File: config.mk
export PLATFORM = sky130hd
export DESIGN_NAME = beta_mem_arbiter
export DESIGN_NICKNAME = d
export VERILOG_FILES = /design/src/rtl/beta_mem_arbiter.sv
export SDC_FILE = /design/constraint.sdc
export NUM_CORES = 1
export LEC_CHECK = 0
export ABC_CLOCK_PERIOD_IN_PS = 2100
export BUFFER_PORTS_ARGS = -buffer_cell sky130_fd_sc_hd__buf_2
export CORE_AREA = 3 3 108 110
export CTS_CLUSTER_SIZE = 20
export DETAILED_ROUTE_END_ITERATION = 12
export DIE_AREA = 0 0 111 113
export PLACE_DENSITY = 0.49
export SLEW_MARGIN = 20
export SYNTH_ARGS = -nofsm -noshare
export SYNTH_HDL_FRONTEND = slang
export SYNTH_SLANG_ARGS = --single-unit
File: constraint.sdc
create_clock -name clk_i -period 2.1 [get_ports clk_i]
set_clock_uncertainty 0.1 [all_clocks]
set_input_delay 0.525 -clock clk_i [delete_from_list [all_inputs] [get_ports clk_i]]
set_output_delay 0.525 -clock clk_i [all_outputs]
set_load 0.05 [all_outputs]
File: src/rtl/beta_mem_arbiter.sv
// Shares the single memory port between instruction fetch and load/store data.
// Data has fixed priority, but fetch wins after DATA_STREAK_MAX data grants in a row.
`timescale 1ns/1ps
module beta_mem_arbiter #(
  parameter int unsigned XLEN            = 32,
  parameter int unsigned DATA_STREAK_MAX = 4
) (
  input  logic              clk_i,
  input  logic              rst_ni,
  input  logic              instr_req_i,
  input  logic [XLEN-1:0]   instr_addr_i,
  output logic              instr_gnt_o,
  output logic              instr_rvalid_o,
  output logic [XLEN-1:0]   instr_rdata_o,
  output logic              instr_err_o,
  input  logic              data_req_i,
  input  logic              data_we_i,
  input  logic [XLEN/8-1:0] data_be_i,
  input  logic [XLEN-1:0]   data_addr_i,
  input  logic [XLEN-1:0]   data_wdata_i,
  output logic              data_gnt_o,
  output logic              data_rvalid_o,
  output logic [XLEN-1:0]   data_rdata_o,
  output logic              data_err_o,
  output logic              mem_req_o,
  output logic              mem_we_o,
  output logic [XLEN/8-1:0] mem_be_o,
  output logic [XLEN-1:0]   mem_addr_o,
  output logic [XLEN-1:0]   mem_wdata_o,
  input  logic              mem_gnt_i,
  input  logic              mem_rvalid_i,
  input  logic [XLEN-1:0]   mem_rdata_i,
  input  logic              mem_err_i
);

  localparam int unsigned      StreakW   = $clog2(DATA_STREAK_MAX + 1);
  localparam logic [StreakW-1:0] StreakMax = StreakW'(DATA_STREAK_MAX);

  typedef enum logic [1:0] {StIdle, StWaitGnt, StWaitResp} state_e;

  state_e               state_q, state_d;
  logic                 owner_q, owner_d;
  logic [StreakW-1:0]   streak_q, streak_d;

  logic w_instr_force, w_sel_data, w_owner, w_req, w_gnt, w_resp;

  always_comb begin
    w_instr_force = data_req_i && instr_req_i && (streak_q == StreakMax);
    w_sel_data    = data_req_i && !w_instr_force;
    // Owner is only re-arbitrated in idle; afterwards it is locked in owner_q.
    w_owner       = (state_q == StIdle) ? w_sel_data : owner_q;
    w_req         = rst_ni && ((state_q == StIdle) ? (data_req_i || instr_req_i)
                                                   : (state_q == StWaitGnt));
    w_gnt         = w_req && mem_gnt_i;
    w_resp        = rst_ni && (state_q == StWaitResp) && mem_rvalid_i;
  end

  always_comb begin
    mem_req_o   = w_req;
    mem_we_o    = 1'b0;
    mem_be_o    = '0;
    mem_addr_o  = '0;
    mem_wdata_o = '0;
    if (w_req) begin
      if (w_owner) begin
        mem_we_o    = data_we_i;
        mem_be_o    = data_be_i;
        mem_addr_o  = data_addr_i;
        mem_wdata_o = data_wdata_i;
      end else begin
        mem_be_o    = '1;
        mem_addr_o  = instr_addr_i;
      end
    end
    instr_gnt_o    = w_gnt && !w_owner;
    data_gnt_o     = w_gnt && w_owner;
    instr_rvalid_o = w_resp && !owner_q;
    data_rvalid_o  = w_resp && owner_q;
    instr_rdata_o  = instr_rvalid_o ? mem_rdata_i : '0;
    instr_err_o    = instr_rvalid_o && mem_err_i;
    data_rdata_o   = data_rvalid_o ? mem_rdata_i : '0;
    data_err_o     = data_rvalid_o && mem_err_i;
  end

  always_comb begin
    state_d  = state_q;
    owner_d  = owner_q;
    streak_d = streak_q;
    unique case (state_q)
      StIdle: begin
        if (w_req) begin
          owner_d = w_sel_data;
          state_d = mem_gnt_i ? StWaitResp : StWaitGnt;
        end
      end
      StWaitGnt:  if (mem_gnt_i) state_d = StWaitResp;
      StWaitResp: if (mem_rvalid_i) state_d = StIdle;
      default:    state_d = StIdle;
    endcase
    if (w_gnt) begin
      if (w_owner && instr_req_i) begin
        streak_d = (streak_q == StreakMax) ? streak_q : streak_q + 1'b1;
      end else begin
        streak_d = '0;
      end
    end
  end

  always_ff @(posedge clk_i or negedge rst_ni) begin
    if (!rst_ni) begin
      state_q  <= StIdle;
      owner_q  <= 1'b0;
      streak_q <= '0;
    end else begin
      state_q  <= state_d;
      owner_q  <= owner_d;
      streak_q <= streak_d;
    end
  end

  // A response outside WAIT_RESP is a memory-side protocol violation; it is dropped.
  always @(posedge clk_i) begin
    assert (!(rst_ni && mem_rvalid_i && (state_q != StWaitResp)))
      else $warning("protocol: mem_rvalid_i outside WAIT_RESP, dropped");
  end

endmodule

## Word level (Yosys, flattened, before mapping)

Cells that the tools add are included.

- Output and inout port bits: 140
- Register bits: 6
- Logic and storage cells: 52
- Input bits: 140

- Reductions and logical operators: 22
- Mux-type cells: 19
- Equality and inequality tests: 7
- $add $sub $neg: 1

Operators by type and width:

| cell | number |
|---|---|
| $mux W32 | 6 |
| $logic_and A1 B1 Y1 | 14 |
| $mux W2 | 4 |
| $mux W4 | 2 |
| $ne A2 B2 Y1 const B | 4 |
| $mux W3 | 2 |
| $pmux W2 S3 | 1 |
| $mux W1 | 4 |
| $reduce_and A2 Y1 | 2 |
| $add A3 B1 Y3 const B | 1 |
| $eq A3 B3 Y1 const B | 1 |
| $logic_not A1 Y1 | 3 |
| $reduce_and A3 Y1 | 1 |
| $eq A2 B1 Y1 const B | 1 |
| $eq A2 B2 Y1 const B | 1 |
| $logic_not A2 Y1 | 1 |
| $logic_or A1 B1 Y1 | 1 |

## Logic depth before layout (Yosys ltp)

- Depth in word-level cells: 8
- Gate-level depth with buffers: 8
- Gate-level depth less buffers: 6

## Worst setup path before layout

No wires, ideal clock.

- Kind: register to output
- From: reg streak_q[0]
- To: out mem_addr_o[10]
- Path buffers: 2
- Setup slack: -0.521 ns
- Data required time: 1.475 ns
- Stages on the path, launching flop included: 9
- Arrival: 1.996 ns
- Cell sequence: dfrtp_1 -> inv_1 -> ha_1 -> nand3_2 -> a31oi_2 -> buf_4 -> buf_6 -> nand2_1 -> a21oi_1

- Cells in the longest elaborated chain, start to end: 7

Ends and longest elaborated chain:

| element | line | source |
|---|---|---|
| start: declaration | 43 | `logic [StreakW-1:0] streak_q, streak_d;` |
| start signal: assignment | 117 | `streak_q <= streak_d;` |
| $eq A3 B3 Y1 | 48 | `w_instr_force = data_req_i && instr_req_i && (streak_q == StreakMax);` |
| $logic_and A1 B1 Y1 | 48 |  |
| $logic_not A1 Y1 | 49 | `w_sel_data = data_req_i && !w_instr_force;` |
| $logic_and A1 B1 Y1 | 49 |  |
| $mux W1 | 51 | `w_owner = (state_q == StIdle) ? w_sel_data : owner_q;` |
| $mux W32 | 65 | `if (w_owner) begin` |
| $mux W32 | 64 | `if (w_req) begin` |
| end: declaration | 28 | `output logic [XLEN-1:0] mem_addr_o,` |

Every way passes these cells.

## Final worst setup path

- From: reg state_q[1]
- To: out mem_addr_o[31]

- Cells in the longest elaborated chain, start to end: 4
- Elaborated cells between the ends (all ways): 7
- Those cells by class: 1 x eq/ne; 4 x mux; 2 x reduce/logical

Ends and longest elaborated chain:

| element | line | source |
|---|---|---|
| start: declaration | 41 | `state_e state_q, state_d;` |
| start signal: assignment | 111 | `state_q <= StIdle;` |
| start signal: assignment | 115 | `state_q <= state_d;` |
| $logic_not A2 Y1 or $eq A2 B1 Y1 (tied branches) | 51, 52, 53 |  |
| $mux W1, on equally long branches | 51, 52 |  |
| $mux W32 or $logic_and A1 B1 Y1 (tied branches) | 65, 52 |  |
| $mux W32 (*) | 64 |  |

Every way passes the cells marked *; elsewhere a longest branch is shown, timed or not.

==> impl_metrics.py <==
metrics = {
    "clock_tree": {
        "cts_buffers": 3,
        "clk_latency_ps": 220,
        "clock_sinks": 6,
        "cts-root-buf": "clkbuf_8",
        "cts_tree": "done",
        "clk_pin_slew_ps": 40,
        "cts_max_level": 1,
        "postCtsHoldBufs": 0,
        "ctsLongestPathBuffers": 2,
    },
    "placement": {
        "port_buffers": 279,
        "place_ws_ps": -474,
        "dp_cells": 701,
        "gp_congestion": 0.866,
        "dp_hpwl_microns": 8220,
    },
    "detailed_routing": {
        "dr_total_vias": 3261,
        "wl_per_cell_microns": 18.1,
        "drc": 0,
        "drt_wl_total_microns": 13300,
        "drtIter0Drc": 104,
        "postRouteAntennaNets": 0,
        "via_per_inst": 4.45,
        "firstDrtPassIters": 4,
    },
    "worst_setup_path": {
        "crit_required_ps": 1470,
        "crit_fanout": 15,
        "critical_path_arrival_ps": 1960,
        "crit_type": "register to output pin",
        "crit_path_end_kind": "output pin",
        "cp-start-kind": "register",
    },
    "logic_synthesis": {
        "synth_edf_count": 0,
        "synth_top_cell_area_share_pct": 24.9,
        "ys_seq_area_share_pct": 9.05,
        "avgSynthCellArea_sq_um": 6.08,
        "ys_ff_latch": 6,
        "yosysWarnings": 0,
        "synth_common_cells": "nand2_1 (67), and2_1 (66), and3_1 (33)",
        "synth_area_leaders": "and2_1 (25%), nand2_1 (15%), and3_1 (12%)",
        "syn_area_sq_um": 1660,
        "yosysTopAreaCell": "and2_1",
        "synth_top_flop_cell": "dfrtp_1",
        "syn_inst": 273,
        "synth.distinct_cells": 31,
        "syn_nets": 415,
        "synthArstFlopShare_pct": 100,
        "synth.most_common_cell": "nand2_1",
    },
    "sta": {
        "period_needed_ps": 2580,
        "fin_ws_ps": -484,
        "period_share_pct": 123,
        "fmax_mhz": 387,
        "worst_slew_pin_slew_ps": 361,
        "maxSlewViolCount": 0,
        "timing.slew.headroom_pct": 75.9,
        "rsz0062_at_grt": "yes",
        "setup_viol": 140,
        "hold_viol_final": 0,
    },
    "layout": {
        "drive_above_1_share_pct": 86.3,
        "fin_cells": 732,
        "nNetsFinal": 736,
        "area_growth_syn_to_layout_pct": 259,
        "num_antenna_cells": 0,
    },
    "pwr": {
        "irDropWorstVdd_mv": 0.456,
        "p_leak_nw": 2.78,
        "pwr_density_cell_nw_per_um2": 674,
    },
    "grt": {
        "antenna_found_initial": 1,
        "grt.total_usage_pct": 16.9,
        "grt_pass1_vias": 3271,
        "grt_first_pass_wirelength_microns": 17300,
        "grt_max_degree": 36,
        "grt_overflow": 0,
    },
    "min_path": {
        "hold_class": "primary input to asynchronous set/reset pin",
    },
    "floorplan": {
        "start_util_pct": 15.4,
        "rows": 38,
        "die_area_sq_um": 12500,
        "die_x_microns": 111,
        "die_h_microns": 113,
        "pin_count": 280,
        "core_sq_um": 10800,
    },
    "outcome": {
        "violations": "setup timing",
        "status": "complete, but fails checks",
    },
    "run": {
        "max_cap_viol_count": 0,
    },
}
-- cell type report --
class	instances	area, sq um
Clock buffer	3	41.3
Fill cell	941	4840
Inverter	4	27.5
Multi-Input combinational cell	244	2190
Sequential cell	6	153
Tap cell	140	175
Timing Repair Buffer	335	3360
-- worst paths after layout --
kind	endpoint	cells after the start	slack, ps	startpoint
setup / recovery	mem_addr_o[31]	7	-480	state_q[1]
hold / removal	streak_q[0]	2	170	rst_ni
setup reg to reg	state_q[1]	8	270	state_q[0]
hold reg to reg	streak_q[1]	2	460	streak_q[1]
max in group asynchronous	state_q[0]	4	1410	rst_ni
min in group clk_i	state_q[0]	2	390	mem_gnt_i
-- per-stage QoR --
stage	setup TNS [ps]	hold WS, ps	instance area (sq um)	utilization (%)	power [W]
2_1_floorplan	-4280	129	2190	-	0.00216
3_3_place_gp	-33650	395	3910	36.3	0.00277
3_5_place_dp	-36820	398	3910	36.3	0.00280
4_1_cts	-45370	160	5000	46.3	0.00363
5_1_grt	-59070	166	5950	55.1	0.00421
6_report	-49460	170	5950	55.1	0.00401
-- report_power, final --
group          internal (W)  switching (W)  leakage [nW]  total (W)
clock              0.000123      0.0000522        0.0216   0.000176
combinational       0.00153        0.00212          2.68    0.00365
sequential         0.000149      0.0000366        0.0769   0.000186
total               0.00180        0.00221          2.78    0.00401
-- cells in the final DEF, fill, tap and decap left out, types with 6 or more instances in the layout --
cell type / instances
buf_2: 139
buf_8: 101
buf_6: 61
and2_4: 58
nand2_1: 50
and3_4: 33
a21oi_4: 32
buf_4: 19
nand2_2: 17
buf_12: 11
o21ai_0: 6
-- critical path, stage by stage, from the launching register on --
cell and delay, ps:
dfrtp_2 430, o21a_4 280, buf_4 150, a31oi_4 230, buf_12 190, nand2_1 100
a21oi_4 170, buf_6 170
-- kinds of logic after synthesis --
| family | Yosys count | synth area share (%) |
|---|---|---|
| buffers and inverters | 28 | 12.1 |
| adder cells (fa/ha/maj) | 2 | 1.51 |
| AND/OR/NAND/NOR | 192 | 62.0 |
| flip-flops | 6 | 9.05 |
| AO/OA/AOI/OAI | 44 | 14.7 |
| multiplexers | 1 | 0.603 |
-- metal layers --
| metal | up-vias | part of all wire, % | track usage (%) |
|---|---|---|---|
| met1 | 1537 | 38 | 19.8 |
| li1 | 1551 | - | - |
| met3 | 30 | 4.4 | 2.78 |
| met5 | - | 0.098 | 0 |
| met4 | 2 | 2.3 | 2.96 |
| met2 | 141 | 56 | 32.4 |
-- flip-flops by register name, summed over array words and instances (netlist names) --
signal / flops
owner_q: 1
state_q: 2
streak_q: 3
-- what timing repair did --
item	4_1_cts	5_1_grt
setup endpoints to repair	140	140
cloned	8	8
pin swaps	7	63
resized for setup	263	281
setup buffers	7	8
(Power assumes the default switching activity.)
